File: config.mk
export PLATFORM = sky130hd
export DESIGN_NAME = impl_obi_mem_bridge
export DESIGN_NICKNAME = d
export VERILOG_FILES = /design/src/rtl/impl_mem_pkg.sv /design/src/rtl/impl_cycle_counter.sv /design/src/rtl/impl_obi_mem_bridge.sv
export SDC_FILE = /design/constraint.sdc
export NUM_CORES = 1
export LEC_CHECK = 0
export BUFFER_PORTS_ARGS = -buffer_cell sky130_fd_sc_hd__clkbuf_2
export CORE_MARGIN = 1.5
export CORE_UTILIZATION = 53
export DETAILED_ROUTE_END_ITERATION = 10
export GPL_ROUTABILITY_DRIVEN = 0
export HOLD_SLACK_MARGIN = 0.08
export PLACE_DENSITY_LB_ADDON = 0.1
export SYNTH_ARGS = -nofsm -noshare
export SYNTH_HDL_FRONTEND = slang
export SYNTH_SLANG_ARGS = --single-unit
File: constraint.sdc
create_clock -name clk_i -period 6.2 [get_ports clk_i]
set_clock_uncertainty 0.15 [all_clocks]
set_input_delay 0.31 -clock clk_i [delete_from_list [all_inputs] [get_ports clk_i]]
set_output_delay 0.31 -clock clk_i [all_outputs]
set_load 0.005 [all_outputs]
File: src/rtl/impl_mem_pkg.sv
`default_nettype none
// ============================================================================
// Module      : impl_mem_pkg
// Description : Shared types and constants for the OBI data-side bridge:
//               address region encoding, MMIO register selectors and the
//               default MMIO window base.
// Revision    : 1.0 - initial release
// ============================================================================
package impl_mem_pkg;

    // Region an incoming data-side address decodes to.
    typedef enum logic [1:0] {
        REG_RAM  = 2'd0,
        REG_MMIO = 2'd1,
        REG_ERR  = 2'd2
    } region_e;

    // Default base of the 16-byte MMIO window.
    localparam logic [31:0] c_mmio_base_default = 32'h1000_0000;

    // MMIO register selectors, taken from address bits [3:2] of the window
    // (byte offsets 0x0, 0x4, 0x8, 0xC).
    localparam logic [1:0] c_reg_console  = 2'd0;  // write-only
    localparam logic [1:0] c_reg_exit     = 2'd1;  // write-only
    localparam logic [1:0] c_reg_cycle_lo = 2'd2;  // read-only
    localparam logic [1:0] c_reg_cycle_hi = 2'd3;  // read-only

endpackage
`default_nettype wire

File: src/rtl/impl_cycle_counter.sv
`default_nettype none
// ============================================================================
// Module      : impl_cycle_counter
// Description : Free-running 64-bit cycle counter with a high-word shadow.
//               A low-word read latches the current high word so that a
//               following high-word read returns a value coherent with the
//               low word, even when the low word carries in between.
// Ports       : clk      - clock, rising edge
//               rst      - asynchronous active-high reset
//               lo_read  - pulse: low word is being read this cycle
//               count_lo - current counter low word
//               shadow   - high word captured at the last low-word read
// Revision    : 1.0 - initial release
// ============================================================================
module impl_cycle_counter #(
    parameter logic [63:0] INIT = 64'd0
) (
    input  logic        clk,
    input  logic        rst,
    input  logic        lo_read,
    output logic [31:0] count_lo,
    output logic [31:0] shadow
);

    logic [63:0] r_count;
    logic [31:0] r_shadow;

    // Plain binary increment: 2**64-1 rolls naturally over to zero.
    always_ff @(posedge clk or posedge rst) begin
        if (rst) begin
            r_count  <= INIT;
            r_shadow <= 32'd0;
        end else begin
            r_count <= r_count + 64'd1;
            if (lo_read) begin
                r_shadow <= r_count[63:32];
            end
        end
    end

    assign count_lo = r_count[31:0];
    assign shadow   = r_shadow;

endmodule
`default_nettype wire

File: src/rtl/impl_obi_mem_bridge.sv
`default_nettype none
// ============================================================================
// Module      : impl_obi_mem_bridge
// Description : OBI data-side slave connecting the core LSU to port B of the
//               dual-port RAM, plus a 16-byte MMIO window holding a console
//               byte buffer, a sticky exit register and a 64-bit cycle
//               counter. Every granted request yields exactly one response
//               one cycle later.
// Ports       : clk_i/rst_i        - clock, asynchronous active-high reset
//               data_*             - OBI request/grant/response channel
//               ram_*              - RAM port B address/strobes/data
//               tx_*               - console byte stream (valid/ready)
//               exit_valid_o/code  - sticky exit flag and first exit code
// Revision    : 1.0 - initial release
// ============================================================================
module impl_obi_mem_bridge
    import impl_mem_pkg::*;
#(
    parameter int          ADDR_WIDTH     = 22,
    parameter int          MEM_ADDR_WIDTH = 17,
    parameter logic [31:0] MMIO_BASE      = c_mmio_base_default,
    parameter logic [63:0] CYCLE_INIT     = 64'd0
) (
    input  logic                  clk_i,
    input  logic                  rst_i,
    // OBI request / response
    input  logic                  data_req_i,
    output logic                  data_gnt_o,
    input  logic [31:0]           data_addr_i,
    input  logic                  data_we_i,
    input  logic [3:0]            data_be_i,
    input  logic [31:0]           data_wdata_i,
    output logic                  data_rvalid_o,
    output logic [31:0]           data_rdata_o,
    output logic                  data_err_o,
    // RAM port B
    output logic [ADDR_WIDTH-1:0] ram_addr_o,
    output logic                  ram_we_o,
    output logic [3:0]            ram_be_o,
    output logic [31:0]           ram_wdata_o,
    input  logic [31:0]           ram_rdata_i,
    // Console
    output logic                  tx_valid_o,
    output logic [7:0]            tx_data_o,
    input  logic                  tx_ready_i,
    // Exit
    output logic                  exit_valid_o,
    output logic [31:0]           exit_code_o
);

    // ------------------------------------------------------------------
    // Response FSM encoding
    // ------------------------------------------------------------------
    localparam logic [0:0] S_IDLE = 1'b0;
    localparam logic [0:0] S_RESP = 1'b1;

    logic [0:0]  r_state;
    logic [0:0]  w_state_next;

    // Decode
    region_e     w_region;
    logic [1:0]  w_reg_sel;
    logic        w_mmio;
    logic        w_sel_console;
    logic        w_sel_exit;
    logic        w_sel_lo;
    logic        w_sel_hi;
    logic        w_req_err;

    // Handshake and side-effect strobes
    logic        w_gnt;
    logic        w_console_wr;
    logic        w_exit_wr;
    logic        w_lo_rd;
    logic        w_hi_rd;

    // Registered response source
    region_e     r_src;
    logic        r_rd;
    logic        r_err;
    logic [31:0] r_mmio_rdata;

    // MMIO state
    logic        r_tx_valid;
    logic [7:0]  r_tx_data;
    logic        r_exit_valid;
    logic [31:0] r_exit_code;

    // Cycle counter
    logic [31:0] w_count_lo;
    logic [31:0] w_shadow;

    // ------------------------------------------------------------------
    // Address decode
    // ------------------------------------------------------------------
    always_comb begin
        w_region = REG_ERR;
        if ((data_addr_i >> MEM_ADDR_WIDTH) == 32'd0) begin
            w_region = REG_RAM;
        end else if (data_addr_i[31:4] == MMIO_BASE[31:4]) begin
            w_region = REG_MMIO;
        end
    end

    assign w_reg_sel     = data_addr_i[3:2];
    assign w_mmio        = (w_region == REG_MMIO);
    assign w_sel_console = w_mmio && (w_reg_sel == c_reg_console);
    assign w_sel_exit    = w_mmio && (w_reg_sel == c_reg_exit);
    assign w_sel_lo      = w_mmio && (w_reg_sel == c_reg_cycle_lo);
    assign w_sel_hi      = w_mmio && (w_reg_sel == c_reg_cycle_hi);

    // Errors: unmapped address, read of a write-only register, or write of
    // a read-only register. Errored requests are still granted and answered.
    assign w_req_err = (w_region == REG_ERR)
                    || (!data_we_i && (w_sel_console || w_sel_exit))
                    || ( data_we_i && (w_sel_lo || w_sel_hi));

    // ------------------------------------------------------------------
    // Grant: only a console write into a full buffer is back-pressured.
    // The decision uses the registered buffer state, so a byte popped this
    // cycle frees the slot for the next cycle, not this one.
    // ------------------------------------------------------------------
    assign w_gnt        = data_req_i && !(w_sel_console && data_we_i && r_tx_valid);
    assign data_gnt_o   = w_gnt;

    assign w_console_wr = w_gnt && w_sel_console && data_we_i;
    assign w_exit_wr    = w_gnt && w_sel_exit    && data_we_i;
    assign w_lo_rd      = w_gnt && w_sel_lo      && !data_we_i;
    assign w_hi_rd      = w_gnt && w_sel_hi      && !data_we_i;

    // ------------------------------------------------------------------
    // RAM port B: address and data pass straight through; the write strobe
    // is qualified so that nothing but a granted RAM write reaches the RAM.
    // ------------------------------------------------------------------
    assign ram_addr_o  = ADDR_WIDTH'(data_addr_i[MEM_ADDR_WIDTH-1:0]);
    assign ram_we_o    = w_gnt && (w_region == REG_RAM) && data_we_i;
    assign ram_be_o    = data_be_i;
    assign ram_wdata_o = data_wdata_i;

    // ------------------------------------------------------------------
    // Console single-entry buffer. A load wins over a simultaneous pop so
    // the new byte is never lost.
    // ------------------------------------------------------------------
    always_ff @(posedge clk_i or posedge rst_i) begin
        if (rst_i) begin
            r_tx_valid <= 1'b0;
            r_tx_data  <= 8'd0;
        end else if (w_console_wr) begin
            r_tx_valid <= 1'b1;
            r_tx_data  <= data_wdata_i[7:0];
        end else if (r_tx_valid && tx_ready_i) begin
            r_tx_valid <= 1'b0;
        end
    end

    assign tx_valid_o = r_tx_valid;
    assign tx_data_o  = r_tx_data;

    // ------------------------------------------------------------------
    // Exit register: the first code written sticks until reset.
    // ------------------------------------------------------------------
    always_ff @(posedge clk_i or posedge rst_i) begin
        if (rst_i) begin
            r_exit_valid <= 1'b0;
            r_exit_code  <= 32'd0;
        end else if (w_exit_wr && !r_exit_valid) begin
            r_exit_valid <= 1'b1;
            r_exit_code  <= data_wdata_i;
        end
    end

    assign exit_valid_o = r_exit_valid;
    assign exit_code_o  = r_exit_code;

    // ------------------------------------------------------------------
    // Cycle counter with coherent high-word shadow
    // ------------------------------------------------------------------
    impl_cycle_counter #(
        .INIT     (CYCLE_INIT)
    ) u_cycle_counter (
        .clk      (clk_i),
        .rst      (rst_i),
        .lo_read  (w_lo_rd),
        .count_lo (w_count_lo),
        .shadow   (w_shadow)
    );

    // ------------------------------------------------------------------
    // Response source capture. MMIO read data is registered at grant time;
    // RAM read data arrives from the RAM itself in the response cycle.
    // ------------------------------------------------------------------
    always_ff @(posedge clk_i or posedge rst_i) begin
        if (rst_i) begin
            r_src        <= REG_ERR;
            r_rd         <= 1'b0;
            r_err        <= 1'b0;
            r_mmio_rdata <= 32'd0;
        end else if (w_gnt) begin
            r_src        <= w_req_err ? REG_ERR : w_region;
            r_rd         <= !data_we_i;
            r_err        <= w_req_err;
            r_mmio_rdata <= w_lo_rd ? w_count_lo :
                            w_hi_rd ? w_shadow   : 32'd0;
        end
    end

    // ------------------------------------------------------------------
    // Response FSM: state register
    // ------------------------------------------------------------------
    always_ff @(posedge clk_i or posedge rst_i) begin
        if (rst_i) begin
            r_state <= S_IDLE;
        end else begin
            r_state <= w_state_next;
        end
    end

    // Response FSM: next state. Any grant schedules a response next cycle,
    // from either state, which gives back-to-back throughput.
    always_comb begin
        w_state_next = S_IDLE;
        case (r_state)
            S_IDLE:  w_state_next = w_gnt ? S_RESP : S_IDLE;
            S_RESP:  w_state_next = w_gnt ? S_RESP : S_IDLE;
            default: w_state_next = S_IDLE;
        endcase
    end

    // Response FSM: outputs. Data and error are forced to zero outside a
    // response so nothing stale is presented while idle.
    always_comb begin
        data_rvalid_o = 1'b0;
        data_rdata_o  = 32'd0;
        data_err_o    = 1'b0;
        if (r_state == S_RESP) begin
            data_rvalid_o = 1'b1;
            data_err_o    = r_err;
            case (r_src)
                REG_RAM:  data_rdata_o = r_rd ? ram_rdata_i : 32'd0;
                REG_MMIO: data_rdata_o = r_mmio_rdata;
                default:  data_rdata_o = 32'd0;
            endcase
        end
    end

endmodule
`default_nettype wire
==> flow_summary.ini <==
[global_routing]
grt_overflow_total = 0
grt_pass1_vias = 6267
grt_pass1_wl_um = 33200
grt_usage_pct = 26.1
antenna_found_initial = 1
grt_max_degree = 106

[drt]
first_iter_violations = 368
vias = 6346
route.detailed.drc = 0
vias_per_cell = 5.43
drtPass1Iterations = 5
drtAntennaViolNets = 0
post_drt_wl_per_cell_um = 18.6
drt-total-wl_um = 21700

[logic_synthesis]
syn_area_mm2 = 0.00853
synth_area_leaders = dfrtp_1, buf_4, mux2_2, mux2_4, xor2_1
synthFlopType = dfrtp_1
ys_ff_latch = 175
synthArstFlopShare_pct = 100
ys_seq_area_share_pct = 51.3
syn_inst = 743
yosys_warnings = 0
synthDistinctLibCells = 48
synth_edf_count = 0
yosys.area.top_type_share_pct = 51.0
avgSynthCellArea_um2 = 11.5
yosys.area.top_type = dfrtp_1

[die]
core_mm2 = 0.0158
die-area_mm2 = 0.0169
boundaryPins = 241
rows = 46
initial_utilization_pct = 53.9
die_y_um = 130
die_x_um = 130

[final_layout]
final_cell_mix = clkbuf_2, dfrtp_1, nand2_1, mux2_2, xor2_1
final_cells = 1169
area_growth_syn_to_layout_pct = 20.7
utilization_pct = 65.0
layout_commonest_cell = clkbuf_2
final_area_mm2 = 0.0103
fill_cells = 1254
final_nets = 1048
drive_above_1_share_pct = 35.9

[setup_path]
worstSetupStartpointType = input port
worstSetupPathType = in2out
path_max_fanout = 22
r2r_slack_ns = 3.61
endpoint_kind = output pin
critPathArrivalTime_ns = 2.76
critPathRequiredTime_ns = 5.74

[timing]
period_share_pct = 51.9
hold_violations = 0
clock.fmax_mhz = 310
fin_ws_ns = 2.98
relSlewSlack_pct = 19.0
maxSlewViolCount = 0
tightestPinTransition_ns = 1.21
setup_tns_ns = 0
hold_slack_ns = 0.162
fin_crit_ns = 3.22
rsz0062_at_grt = no
setup_viol = 0

[clock_network]
cts_resized = 0
cts_sinks = 175
cts_root_buffer = clkbuf_16
clock_latency_ns = 0.42
cts_tree = done
ctsLongestPathBuffers = 2
h-tree-depth = 4
cts_made_buffers = 17
path_clk_slew_ns = 0.06

[power]
finalPower_mw = 2.30
vdd_ir_drop_max_mv = 0.169
powerDensity_mw_per_mm2 = 224
p_leak_nw = 5.19

[placement]
dpl.hpwl_um = 15600
dpl_cell_area_mm2 = 0.00938
dp_cells = 1103
pre_cts_slack_ns = 2.98
port_buffers = 223

[min_path]
min_path_type = in2reg

[job]
drv_cap = 0

[status]
outcome = complete, no violations
## critical path: stages
cell	delay, ns
dlygate4sd3_1	0.53
clkbuf_2	0.17
nor3b_1	0.23
nand2_1	0.14
o31ai_4	0.81
buf_4	0.35
nor4b_1	0.07
clkbuf_2	0.13
## routing by layer
layer	part of all wire (%)	vias up	GRT usage, %
met2	49	222	44.1
li1	-	2917	-
met3	5.2	33	6.81
met1	43	3174	32.8
met4	2.1	0	8.43
met5	0	-	0
## Yosys cell counts, types with 4 or more instances
library cell / number
dfrtp_1: 174
nor4_1: 9
mux2_2: 40
o21ai_0: 33
nor3b_1: 4
nand4_1: 17
and3_1: 10
buf_4: 60
nor2_1: 30
nor2b_1: 31
nand3_1: 18
mux2_4: 30
mux2i_1: 32
nand2_1: 67
nor3_1: 18
nor4_2: 4
clkbuf_1: 21
xor2_1: 37
inv_1: 11
a22oi_1: 32
xnor2_1: 26
## kinds of logic (layout without fill, tap and decap cells)
group	after synthesis	after routing	share of synthesized area, %
simple gates	230	230	14.6
compound gates	70	70	5.21
fa+ha+maj	1	1	0.147
mux	104	104	14.6
xor+xnor	63	63	6.47
buf+inv	99	304	7.61
flops	175	175	51.3
other cells	1	6	0.0440
## timing repair
item                                   in CTS  in global routing
endpoints found under the hold margin     147                  0
hold buffers                               36                  0
setup buffers                               0                  0
## state kept, by name, indices dropped and copies added, names as in the netlist, 2 cells and up
| register | flops |
|---|---|
| exit_code_o | 32 |
| r_mmio_rdata | 32 |
| r_src | 2 |
| tx_data_o | 8 |
| u_cycle_counter.r_count | 64 |
| u_cycle_counter.shadow | 32 |
## worst paths after layout
| kind | from | to | cells after the start |
|---|---|---|---|
| worst max register to register | u_cycle_counter.r_count[26]$_DFF_PP0_ | u_cycle_counter.r_count[53]$_DFF_PP0_ | 5 |
| worst min-delay path | data_addr_i[28] | r_err$_DFFE_PP0P_ | 3 |
| worst min register to register | r_err$_DFFE_PP0P_ | r_err$_DFFE_PP0P_ | 2 |
| min in group asynchronous | rst_i | exit_code_o[21]$_DFFE_PP0P_ | 3 |
| max in group asynchronous | rst_i | u_cycle_counter.r_count[54]$_DFF_PP0_ | 4 |
| worst max-delay path | data_we_i | ram_we_o | 8 |
## where the power goes
part | internal [mW] | switching (mW) | total [mW]
combinational | 0.0679 | 0.0823 | 0.150
sequential | 1.14 | 0.00488 | 1.15
clock | 0.587 | 0.415 | 1.00
total | 1.80 | 0.503 | 2.30
## area by class of cell
cell class                      count  area, um^2  share of cell area [%]
Inverter                           11        46.3                   0.450
Sequential cell                   175        4380                    42.5
Timing Repair Buffer              264        1510                    14.7
Antenna cell                        1        2.50                  0.0243
Multi-Input combinational cell    473        3530                    34.3
Clock inverter                      6        60.1                   0.583
Tap cell                          216         270                    2.63
Clock buffer                       23         488                    4.74
(Power assumes the default switching activity.)
